**config.mk**
```make
export PLATFORM = sky130hd
export DESIGN_NAME = multicycle_ctrl
export DESIGN_NICKNAME = d
export VERILOG_FILES = /design/src/rtl/multicycle_ctrl_pkg.sv /design/src/rtl/mem_wait_timer.sv /design/src/rtl/multicycle_ctrl.sv
export SDC_FILE = /design/constraint.sdc
export NUM_CORES = 1
export LEC_CHECK = 0
export ABC_AREA = 1
export CORE_ASPECT_RATIO = 0.75
export CORE_MARGIN = 10
export CORE_UTILIZATION = 48
export DETAILED_ROUTE_END_ITERATION = 16
export PLACE_DENSITY = 0.81
export SKIP_LAST_GASP = 1
export SLEW_MARGIN = 20
export SYNTH_ARGS = -nofsm -noshare
export SYNTH_HDL_FRONTEND = slang
export SYNTH_SLANG_ARGS = --single-unit
```
**constraint.sdc**
```tcl
create_clock -name clk -period 2.16 [get_ports clk]
set_input_delay 0.324 -clock clk [delete_from_list [all_inputs] [get_ports clk]]
set_output_delay 0.324 -clock clk [all_outputs]
set_load 0.01 [all_outputs]
```
**src/rtl/multicycle_ctrl_pkg.sv**
```systemverilog
// -----------------------------------------------------------------------------
// multicycle_ctrl_pkg
//   Shared control definitions for the multicycle core: controller state
//   encoding, RV32 base opcode constants, PC-source and trap-cause encodings,
//   and small opcode classification helpers. The decoder and immgen import the
//   same constants so every block agrees on one opcode map.
// -----------------------------------------------------------------------------
package multicycle_ctrl_pkg;

  typedef enum logic [2:0] {
    S_FETCH,
    S_DECODE,
    S_EXEC,
    S_MEM,
    S_WB,
    S_TRAP
  } state_e;

  // Base-ISA opcodes (inst[6:0]) understood by this controller.
  localparam logic [6:0] OP_R      = 7'b0110011;
  localparam logic [6:0] OP_I_ALU  = 7'b0010011;
  localparam logic [6:0] OP_LOAD   = 7'b0000011;
  localparam logic [6:0] OP_STORE  = 7'b0100011;
  localparam logic [6:0] OP_BRANCH = 7'b1100011;
  localparam logic [6:0] OP_LUI    = 7'b0110111;
  localparam logic [6:0] OP_JAL    = 7'b1101111;

  typedef enum logic [1:0] {
    PC_PLUS4  = 2'd0,
    PC_BRANCH = 2'd1,
    PC_JUMP   = 2'd2
  } pc_src_e;

  typedef enum logic [1:0] {
    CAUSE_NONE         = 2'd0,
    CAUSE_ILLEGAL      = 2'd1,
    CAUSE_IMEM_TIMEOUT = 2'd2,
    CAUSE_DMEM_TIMEOUT = 2'd3
  } trap_cause_e;

  function automatic logic is_legal_opcode(input logic [6:0] op);
    case (op)
      OP_R, OP_I_ALU, OP_LOAD, OP_STORE,
      OP_BRANCH, OP_LUI, OP_JAL: is_legal_opcode = 1'b1;
      default:                   is_legal_opcode = 1'b0;
    endcase
  endfunction

  // Operand B comes from the immediate generator for everything except
  // register-register ALU ops and branches (which compare two registers).
  function automatic logic uses_imm(input logic [6:0] op);
    uses_imm = !((op == OP_R) || (op == OP_BRANCH));
  endfunction

  function automatic logic is_mem_op(input logic [6:0] op);
    is_mem_op = (op == OP_LOAD) || (op == OP_STORE);
  endfunction

endpackage : multicycle_ctrl_pkg

```
**src/rtl/mem_wait_timer.sv**
```systemverilog
// -----------------------------------------------------------------------------
// mem_wait_timer
//   Counts cycles spent waiting on a memory that has not signalled ready and
//   flags expiry on the TIMEOUT-th consecutive not-ready cycle. A ready in
//   that same cycle suppresses expiry.
//
//   Ports
//     clk     : clock, rising edge
//     rstn    : asynchronous active-low reset, clears the count
//     start   : synchronous clear; asserted in the cycle before a wait state
//               is entered so the count starts from zero
//     ready   : the memory being waited on is ready this cycle
//     expired : combinational; this is the last allowed not-ready cycle
// -----------------------------------------------------------------------------
module mem_wait_timer #(
  parameter int TIMEOUT = 16
) (
  input  logic clk,
  input  logic rstn,
  input  logic start,
  input  logic ready,
  output logic expired
);

  localparam int CW = (TIMEOUT < 2) ? 1 : $clog2(TIMEOUT + 1);

  logic [CW-1:0] count_q;

  // NOTE: clocked state is written with <= so every register samples the
  // pre-edge values, independent of statement order.
  always_ff @(posedge clk or negedge rstn) begin
    if (!rstn) begin
      count_q <= '0;
    end else if (start) begin
      count_q <= '0;
    end else if (!ready && (count_q != CW'(TIMEOUT))) begin
      count_q <= count_q + CW'(1);
    end
  end

  // count_q holds the not-ready cycles already elapsed, so the current cycle
  // is number count_q+1.
  assign expired = !ready && (count_q == CW'(TIMEOUT - 1));

endmodule : mem_wait_timer

```
**src/rtl/multicycle_ctrl.sv**
```systemverilog
// -----------------------------------------------------------------------------
// multicycle_ctrl
//   Main control FSM of a multicycle RV32 subset core:
//   FETCH -> DECODE -> EXEC -> [MEM] -> [WB] -> FETCH, with an absorbing TRAP
//   state for illegal opcodes and memory timeouts. Control outputs are decodes
//   of the registered state (qualified by the handshake inputs valid in that
//   state), so they act in the same cycle the datapath needs them.
//
//   Ports
//     clk, rstn      : clock (rising edge), asynchronous active-low reset
//     inst           : instruction register contents, opcode in inst[6:0]
//     branch_taken   : branch comparator result, sampled in EXEC
//     imem_ready     : instruction memory has data this cycle
//     dmem_ready     : data memory completed the access this cycle
//     imem_req       : instruction fetch request
//     dmem_req       : data memory request; dmem_we qualifies it as a write
//     ir_we          : load instruction register
//     pc_we, pc_src  : PC update strobe and source (PC+4 / branch / jump)
//     reg_we         : register-file write enable
//     alu_src_imm    : ALU operand B from immgen
//     mem_to_reg     : writeback data from data memory
//     trap           : controller halted
//     trap_cause     : why it halted (held until reset)
//     instret        : retired-instruction count, +1 per pc_we
// -----------------------------------------------------------------------------
module multicycle_ctrl
  import multicycle_ctrl_pkg::*;
#(
  parameter int TIMEOUT = 16
) (
  input  logic        clk,
  input  logic        rstn,
  input  logic [31:0] inst,
  input  logic        branch_taken,
  input  logic        imem_ready,
  input  logic        dmem_ready,
  output logic        imem_req,
  output logic        dmem_req,
  output logic        dmem_we,
  output logic        ir_we,
  output logic        pc_we,
  output logic [1:0]  pc_src,
  output logic        reg_we,
  output logic        alu_src_imm,
  output logic        mem_to_reg,
  output logic        trap,
  output logic [1:0]  trap_cause,
  output logic [31:0] instret
);

  state_e      state_q, state_d;
  trap_cause_e cause_q, cause_d;
  logic [31:0] instret_q;

  logic [6:0] opcode;
  logic       unused_inst_bits;

  assign opcode           = inst[6:0];
  assign unused_inst_bits = ^inst[31:7];

  // Ungated decodes of the current state.
  logic    imem_req_c, dmem_req_c, dmem_we_c, ir_we_c, pc_we_c;
  logic    reg_we_c, alu_src_imm_c, mem_to_reg_c;
  pc_src_e pc_src_c;

  logic wait_start, wait_ready, wait_expired;

  mem_wait_timer #(
    .TIMEOUT (TIMEOUT)
  ) u_wait_timer (
    .clk     (clk),
    .rstn    (rstn),
    .start   (wait_start),
    .ready   (wait_ready),
    .expired (wait_expired)
  );

  // NOTE: every signal driven here gets a default first so no path through
  // the case statement leaves one unassigned, which would infer a latch.
  always_comb begin
    state_d       = state_q;
    cause_d       = cause_q;
    imem_req_c    = 1'b0;
    dmem_req_c    = 1'b0;
    dmem_we_c     = 1'b0;
    ir_we_c       = 1'b0;
    pc_we_c       = 1'b0;
    pc_src_c      = PC_PLUS4;
    reg_we_c      = 1'b0;
    alu_src_imm_c = 1'b0;
    mem_to_reg_c  = 1'b0;
    // Outside the two wait states the timer must not count.
    wait_ready    = 1'b1;

    case (state_q)
      S_FETCH: begin
        imem_req_c = 1'b1;
        wait_ready = imem_ready;
        if (imem_ready) begin
          ir_we_c = 1'b1;
          state_d = S_DECODE;
        end else if (wait_expired) begin
          state_d = S_TRAP;
          cause_d = CAUSE_IMEM_TIMEOUT;
        end
      end

      S_DECODE: begin
        if (is_legal_opcode(opcode)) begin
          state_d = S_EXEC;
        end else begin
          state_d = S_TRAP;
          cause_d = CAUSE_ILLEGAL;
        end
      end

      S_EXEC: begin
        alu_src_imm_c = uses_imm(opcode);
        if (opcode == OP_BRANCH) begin
          // Branches retire here; no MEM or WB.
          pc_we_c  = 1'b1;
          pc_src_c = branch_taken ? PC_BRANCH : PC_PLUS4;
          state_d  = S_FETCH;
        end else if (is_mem_op(opcode)) begin
          state_d = S_MEM;
        end else begin
          state_d = S_WB;
        end
      end

      S_MEM: begin
        dmem_req_c = 1'b1;
        dmem_we_c  = (opcode == OP_STORE);
        wait_ready = dmem_ready;
        if (dmem_ready) begin
          if (opcode == OP_STORE) begin
            // Stores have nothing to write back and retire here.
            pc_we_c = 1'b1;
            state_d = S_FETCH;
          end else begin
            state_d = S_WB;
          end
        end else if (wait_expired) begin
          state_d = S_TRAP;
          cause_d = CAUSE_DMEM_TIMEOUT;
        end
      end

      S_WB: begin
        reg_we_c     = 1'b1;
        pc_we_c      = 1'b1;
        mem_to_reg_c = (opcode == OP_LOAD);
        pc_src_c     = (opcode == OP_JAL) ? PC_JUMP : PC_PLUS4;
        state_d      = S_FETCH;
      end

      S_TRAP: begin
        // Absorbing: all strobes stay low, cause is held.
      end

      default: begin
        state_d = S_TRAP;
        cause_d = CAUSE_ILLEGAL;
      end
    endcase

    // Clear the wait counter on every entry into a wait state.
    wait_start = ((state_d == S_FETCH) || (state_d == S_MEM)) &&
                 (state_d != state_q);
  end

  always_ff @(posedge clk or negedge rstn) begin
    if (!rstn) begin
      state_q   <= S_FETCH;
      cause_q   <= CAUSE_NONE;
      instret_q <= '0;
    end else begin
      state_q <= state_d;
      cause_q <= cause_d;
      if (pc_we_c) begin
        instret_q <= instret_q + 32'd1;
      end
    end
  end

  // NOTE: the decodes also depend on live handshake inputs, so they are
  // qualified with rstn; while reset is held nothing is requested or written,
  // and imem_req rises as soon as reset is released (state is already FETCH).
  assign imem_req    = rstn & imem_req_c;
  assign dmem_req    = rstn & dmem_req_c;
  assign dmem_we     = rstn & dmem_we_c;
  assign ir_we       = rstn & ir_we_c;
  assign pc_we       = rstn & pc_we_c;
  assign pc_src      = rstn ? pc_src_c : PC_PLUS4;
  assign reg_we      = rstn & reg_we_c;
  assign alu_src_imm = rstn & alu_src_imm_c;
  assign mem_to_reg  = rstn & mem_to_reg_c;
  assign trap        = rstn & (state_q == S_TRAP);
  assign trap_cause  = cause_q;
  assign instret     = instret_q;

endmodule : multicycle_ctrl
```
==> flow_summary_export.csv, run 1 <==
group,metric,value,unit
logic_synthesis,synth-simple-area-share,37.2,%
logic_synthesis,synth_common_cells,"107 x nand2_1, 54 x inv_1, 45 x nor2_1",
route,ant_nets,0,
logic_synthesis,syn_nets,439,
clock_network,clk_path_buf_depth,2,
critical_path,path_class,"reg2out",
logic_synthesis,yosysMostFrequentCell,"nand2_1",
logic_synthesis,synth_cell_types,36,
route,drt-vias-per-instance,5.08,
floorplanning,die_h,86.9,um
power_and_ir_drop,pwr-share-seq,56.0,%
critical_path,reg2reg_slack,0.15,ns
clock_network,cts_setup_buffers,0,
placement,place_area,3620,um2
critical_path,crit_arrival,1.76,ns
logic_synthesis,synth-xor-area-share,10.4,%
placement,gp_congestion,0.918,
power_and_ir_drop,power.leakage,1.85,nW
placement,hpwl,6340,um
floorplanning,start_util,49.4,%
sta,slew_viol_final,0,
sta,tightest_slew,0.516,ns
power_and_ir_drop,power_frac_comb,5.4,%
clock_network,cts_tree,"done",
finish,design_area,3720,um2
sta,fin_tns_setup,0,ns
sta,setup_ws,0.0782,ns
clock_network,clock_sinks,42,
power_and_ir_drop,ir_drop,278,uV
finish,n_antenna_cell,0,
critical_path,r2r-start,"u_wait_timer.count_q[0]",
grt,grt_use_total,17.3,%
power_and_ir_drop,power.internal,1.08,mW
logic_synthesis,synthArstFlopShare,100,%
critical_path,critPathCaptureType,"primary output",
grt,grt_pass1_wl,13300,um
sta,clock-skew-final,0.00527,ns
grt,antenna_found_initial,0,
logic_synthesis,syn_area,2860,um2
logic_synthesis,synth_adder_area_share,1.75,%
clock_network,cts-root-buf,"clkbuf_8",
grt,grt-ovfl-total,0,
sta,whs,0.149,ns
finish,fillers,538,
floorplanning,io_pins,82,
logic_synthesis,synth_seq_cells,42,
logic_synthesis,synth-seq-area-share,36.7,%
clock_network,numCtsBuffers,5,
route,detail_route.drc_violations,0,
placement,place_ws,-0.298,ns
logic_synthesis,synth-compound-area-share,5.16,%
power_and_ir_drop,p_per_area,377,nW/um2
critical_path,crit_required,1.84,ns
logic_synthesis,synth-main-ff-cell,"dfrtp_1",
critical_path,cp_top_family,"buffers and inverters",
critical_path,path_buf_inv,2,
critical_path,start_kind,"flop",
grt,grt_max_degree,44,
power_and_ir_drop,clkPwrFrac,38.6,%
grt,grt_pass1_vias,2699,
critical_path,r2r_cells,11,
clock_network,cts_max_level,2,
sta,rsz0062_at_grt,"true",
sta,timing.final.crit_period,2.08,ns
power_and_ir_drop,power.switching,326,uW
route,detail_route.wl_per_cell,14.5,um
logic_synthesis,synth_edf_count,0,
logic_synthesis,avgSynthCellArea,7.19,um2
route,drtPass1Iterations,5,
logic_synthesis,ys.warnings.count,0,
finish,final_net_count,515,
sta,slew-limit-headroom,65.6,%
logic_synthesis,ys_top_cells_by_area,"dfrtp_1 37%, nand2_1 14%, xor2_1 9.8%, inv_1 7.1%, nor2_1 5.9%",
critical_path,slowest_delay,0.57,ns
logic_synthesis,syn_inst,398,
logic_synthesis,synth_top_family_by_area,"simple AND/OR/NAND/NOR gates",
power_and_ir_drop,switching_share,23.2,%
floorplanning,die_x,109,um
route,routed_wl,8030,um
critical_path,cp_slowest_cell,"clkdlybuf4s50_1",
clock_network,cts.clk_slew.worst_paths,0.08,ns
clock_network,worstSkewPairLatency,0.30,ns
logic_synthesis,muxShareOfSynthArea,0,%
route,num_vias,2811,
flow_run,max-cap-violations,0,
floorplanning,row_count,24,
sta,setup_viol,0,
floorplanning,core,5800,um2
sta,finalHoldViolations,0,
logic_synthesis,yosysTopAreaCell,"dfrtp_1",
logic_synthesis,synth_top_area_share,36.7,%
critical_path,crit_fanout,4,
finish,drive_gt1_share,13.9,%
sta,min_period_over_period,96.4,%
placement,numPortBuffers,56,
run_status,outcome,"completed",
critical_path,crit_chain,"inv_1 -> or2_1 -> nor3_1 -> clkdlybuf4s50_1",
critical_path,r2r_end,"u_wait_timer.count_q[2]",
sta,fmax,0.480,GHz
route,drt_iter0_drc,244,
finish,syn_to_final_growth,29.9,%
worst_hold_path,hold_path.class,"in2async",
clock_network,cts-hold-fix-buffers,0,
floorplanning,dieArea,9490,um2
==> stage by stage <==
stage	power, mW	util, %	std cells
after CTS	1.41	63.9	553
after global placement	0.876	62.4	545
after floorplan	0.819	-	398
after detailed placement	0.877	62.4	545
final	1.40	64.2	553
after global routing	1.46	64.2	553
==> power by group through the flow <==
stage                     sequential (mW)  clock [mW]  combinational (mW)
final                               0.786       0.542              0.0758
after global routing                0.786       0.595              0.0836
after CTS                           0.786       0.548              0.0766
after detailed placement            0.801           0              0.0760
after global placement              0.801           0              0.0747
after floorplan                     0.802           0              0.0173
==> registers in the layout (all words and copies together) (netlist names) <==
| name | cells |
|---|---|
| state_q | 3 |
| trap_cause | 2 |
| u_wait_timer.count_q | 5 |
| instret | 32 |
==> cell usage in the layout (no fill, tap or decap), types with 2 or more instances in the layout <==
cell	netlist	final
xor2_1	32	32
nand3_2	5	5
nand3_1	16	16
clkbuf_2	1	2
nor2_2	2	6
inv_2	3	5
nand4_1	11	11
o21ai_0	19	19
xnor2_1	2	2
nand2_2	8	9
nor3_2	3	3
o21ai_1	3	3
inv_1	54	52
nor4_1	3	3
ha_1	4	2
clkdlybuf4s50_1	0	47
clkbuf_8	0	6
ha_2	0	2
nor3_1	19	19
nand2_4	2	2
buf_4	1	17
nor2_1	45	41
dlygate4sd2_1	0	5
nand2_1	107	106
dfrtp_1	42	42
==> area by class of cell <==
type | count | area (um2) | area share [%]
Sequential cell | 42 | 1050 | 28.3
Tap cell | 78 | 97.6 | 2.62
Clock inverter | 2 | 12.5 | 0.336
Inverter | 58 | 218 | 5.85
Multi-Input combinational cell | 293 | 1580 | 42.4
Clock buffer | 6 | 82.6 | 2.22
Timing Repair Buffer | 74 | 681 | 18.3
==> routing by layer <==
layer  vias up  wire length, um  track usage, %
met5         -                0               0
met4         0               65            3.77
met3         9              594            3.92
met2        95             3680            26.6
met1      1297             3700            24.1
li1       1410                -               -
==> logic make-up after synthesis <==
family                   count (synthesis)
flip-flops                              42
buffers and inverters                   63
AND/OR/NAND/NOR                        228
AO/OA/AOI/OAI                           27
adder cells (fa/ha/maj)                  4
XOR/XNOR                                34
==> worst register-to-register path, delay by kind of cell, from the launching register on <==
kind / cells / cell delay (ns)
flops: 1 / 0.43
buf+inv: 2 / 0.09
compound gates: 2 / 0.28
simple gates: 5 / 0.69
fa+ha+maj: 2 / 0.41
==> how the worst max path moves through the flow <==
stage,startpoint,to,slack (ns),cells after the start
after global placement,inst[5],pc_we,-0.24,10
after floorplan,u_wait_timer.count_q[0],u_wait_timer.count_q[0],0.30,11
after CTS,inst[5],pc_we,-0.03,10
final,state_q[0],trap,0.08,4
after global routing,state_q[0],trap,-0.03,4
after detailed placement,inst[5],pc_we,-0.30,10
==> repair_timing <==
action,4_1_cts,5_1_grt
gates resized for setup,8,15
pin swaps,0,2
setup endpoints to repair,8,12
No activity file was read; power rests on OpenSTA's default activity.
==> run 2, diff against run 1 <==
==> constraint.sdc (replaced) <==
create_clock -name clk -period 2.16 [get_ports clk]
set_input_delay 0.432 -clock clk [delete_from_list [all_inputs] [get_ports clk]]
set_output_delay 0.432 -clock clk [all_outputs]
set_load 0.01 [all_outputs]
==> run 2 against run 1 <==
  * Critical path depth increased by 2
  * Sequential share of layout area fell by 1.1 points
  * Power grew 6.5%
  * Core utilization is 2.6 points higher
  * Setup slack got worse by 0.036 ns
  * Flip-flop and latch count did not move
  * Maximum frequency is 1.7% lower
==> flow_summary_export.csv, run 2 (synthesis results as in run 1) <==
group,metric,value,unit
finish,drive_gt1_share,18.9,%
sta,min_period_over_period,98.1,%
critical_path,cp_top_family,"buffers and inverters",
clock_network,cts.clk_slew.worst_paths,0.08,ns
route,num_vias,2856,
floorplanning,core,5800,um2
sta,whs,0.340,ns
sta,setup_viol,0,
placement,hpwl,6340,um
critical_path,crit_fanout,5,
floorplanning,dieArea,9490,um2
power_and_ir_drop,power.leakage,1.98,nW
floorplanning,die_x,109,um
route,routed_wl,8190,um
clock_network,cts_max_level,2,
route,drtPass1Iterations,4,
critical_path,cp_slowest_cell,"dfrtp_1",
finish,syn_to_final_growth,35.2,%
critical_path,crit_required,1.73,ns
run_status,outcome,"completed",
placement,numPortBuffers,56,
flow_run,max-cap-violations,0,
critical_path,crit_chain,"buf_4 -> nor2_1 -> buf_4 -> nand2_1 -> nor2_1 -> dlygate4sd2_1",
sta,rsz0062_at_grt,"true",
finish,layout_commonest_cell,"nand2_1",
grt,grt_pass1_wl,13200,um
finish,final_core_utilization,66.8,%
route,detail_route.drc_violations,0,
clock_network,cts-root-buf,"clkbuf_8",
critical_path,r2r_cells,10,
placement,gp_congestion,0.895,
sta,fin_tns_setup,0,ns
critical_path,path_class,"reg2out",
floorplanning,start_util,49.4,%
finish,largest_reg_flops,32,
sta,finalHoldViolations,0,
grt,grt_pass1_vias,2703,
power_and_ir_drop,ir_drop,377,uV
sta,setup_ws,0.0417,ns
worst_hold_path,hold_path.class,"in2async",
sta,fmax,0.472,GHz
sta,slew-limit-headroom,63.6,%
sta,clock-skew-final,0.00268,ns
sta,tightest_slew,0.547,ns
clock_network,cts-hold-fix-buffers,0,
clock_network,clk_path_buf_depth,2,
floorplanning,io_pins,82,
critical_path,slowest_delay,0.39,ns
critical_path,crit_arrival,1.69,ns
grt,antenna_found_initial,0,
critical_path,path_depth,6,
finish,n_antenna_cell,0,
route,drt-vias-per-instance,5.02,
finish,final_net_count,531,
critical_path,path_buf_inv,3,
clock_network,numCtsBuffers,5,
critical_path,critPathCaptureType,"primary output",
critical_path,start_kind,"flop",
placement,place_ws,-0.495,ns
sta,slew_viol_final,0,
grt,grt_max_degree,44,
floorplanning,row_count,24,
finish,final_cell_mix,"103 x nand2_1, 49 x inv_1, 42 x nor2_1",
route,ant_nets,0,
power_and_ir_drop,p_per_area,386,nW/um2
clock_network,clock_sinks,42,
clock_network,worstSkewPairLatency,0.30,ns
route,drt_iter0_drc,182,
clock_network,cts_tree,"done",
sta,timing.final.crit_period,2.12,ns
grt,grt-ovfl-total,0,
floorplanning,die_h,86.9,um
route,detail_route.wl_per_cell,14.4,um
grt,grt_use_total,17.3,%
## run 2: metal layers
layer | track usage (%) | vias to the layer above | routed length (um)
li1 | - | 1444 | -
met1 | 23.7 | 1328 | 3900
met2 | 26.9 | 75 | 3730
met3 | 3.55 | 9 | 430
met4 | 5.19 | 0 | 131
met5 | 0 | - | 0
## run 2: repair_timing
item	in CTS	in global routing
setup buffers	0	8
pin swaps	1	5
setup endpoints to repair	11	12
resized for setup	33	24
## run 2: power by group
| part | internal (mW) | switching, mW |
|---|---|---|
| registers | 0.786 | 0.000107 |
| clock network | 0.345 | 0.281 |
| logic | 0.0352 | 0.0474 |
| total | 1.17 | 0.328 |
## run 2: worst reg2reg max path, delay by kind of cell (launching register included)
family,cells,cell delay (ns)
flops,1,0.39
simple gates,7,0.90
xor+xnor,1,0.15
buf+inv,2,0.52
## run 2: layout make-up
class | instances | area, um2
Fill cell | 507 | 1920
Multi-Input combinational cell | 293 | 1610
Tap cell | 78 | 97.6
Timing Repair Buffer | 90 | 787
Sequential cell | 42 | 1050
Clock buffer | 6 | 72.6
Clock inverter | 2 | 37.5
Inverter | 58 | 218
## run 2: stage by stage
stage | power (mW) | instances | cell area [um2]
floorplan | 0.819 | 398 | 2860
global placement | 0.880 | 553 | 3680
detailed placement | 0.881 | 553 | 3680
CTS | 1.50 | 561 | 3770
global route | 1.55 | 569 | 3870
finish | 1.49 | 569 | 3870
## run 2: path summary, 6_finish.rpt
kind                          startpoint             to  slack (ns)
max                           state_q[1]       imem_req        0.04
min                                 rstn     instret[3]        0.34
max reg2reg                   state_q[1]     instret[9]        0.13
min reg2reg                trap_cause[1]  trap_cause[1]        0.49
max in group asynchronous           rstn     state_q[2]        1.40
min in group clk           trap_cause[1]  trap_cause[1]        0.49
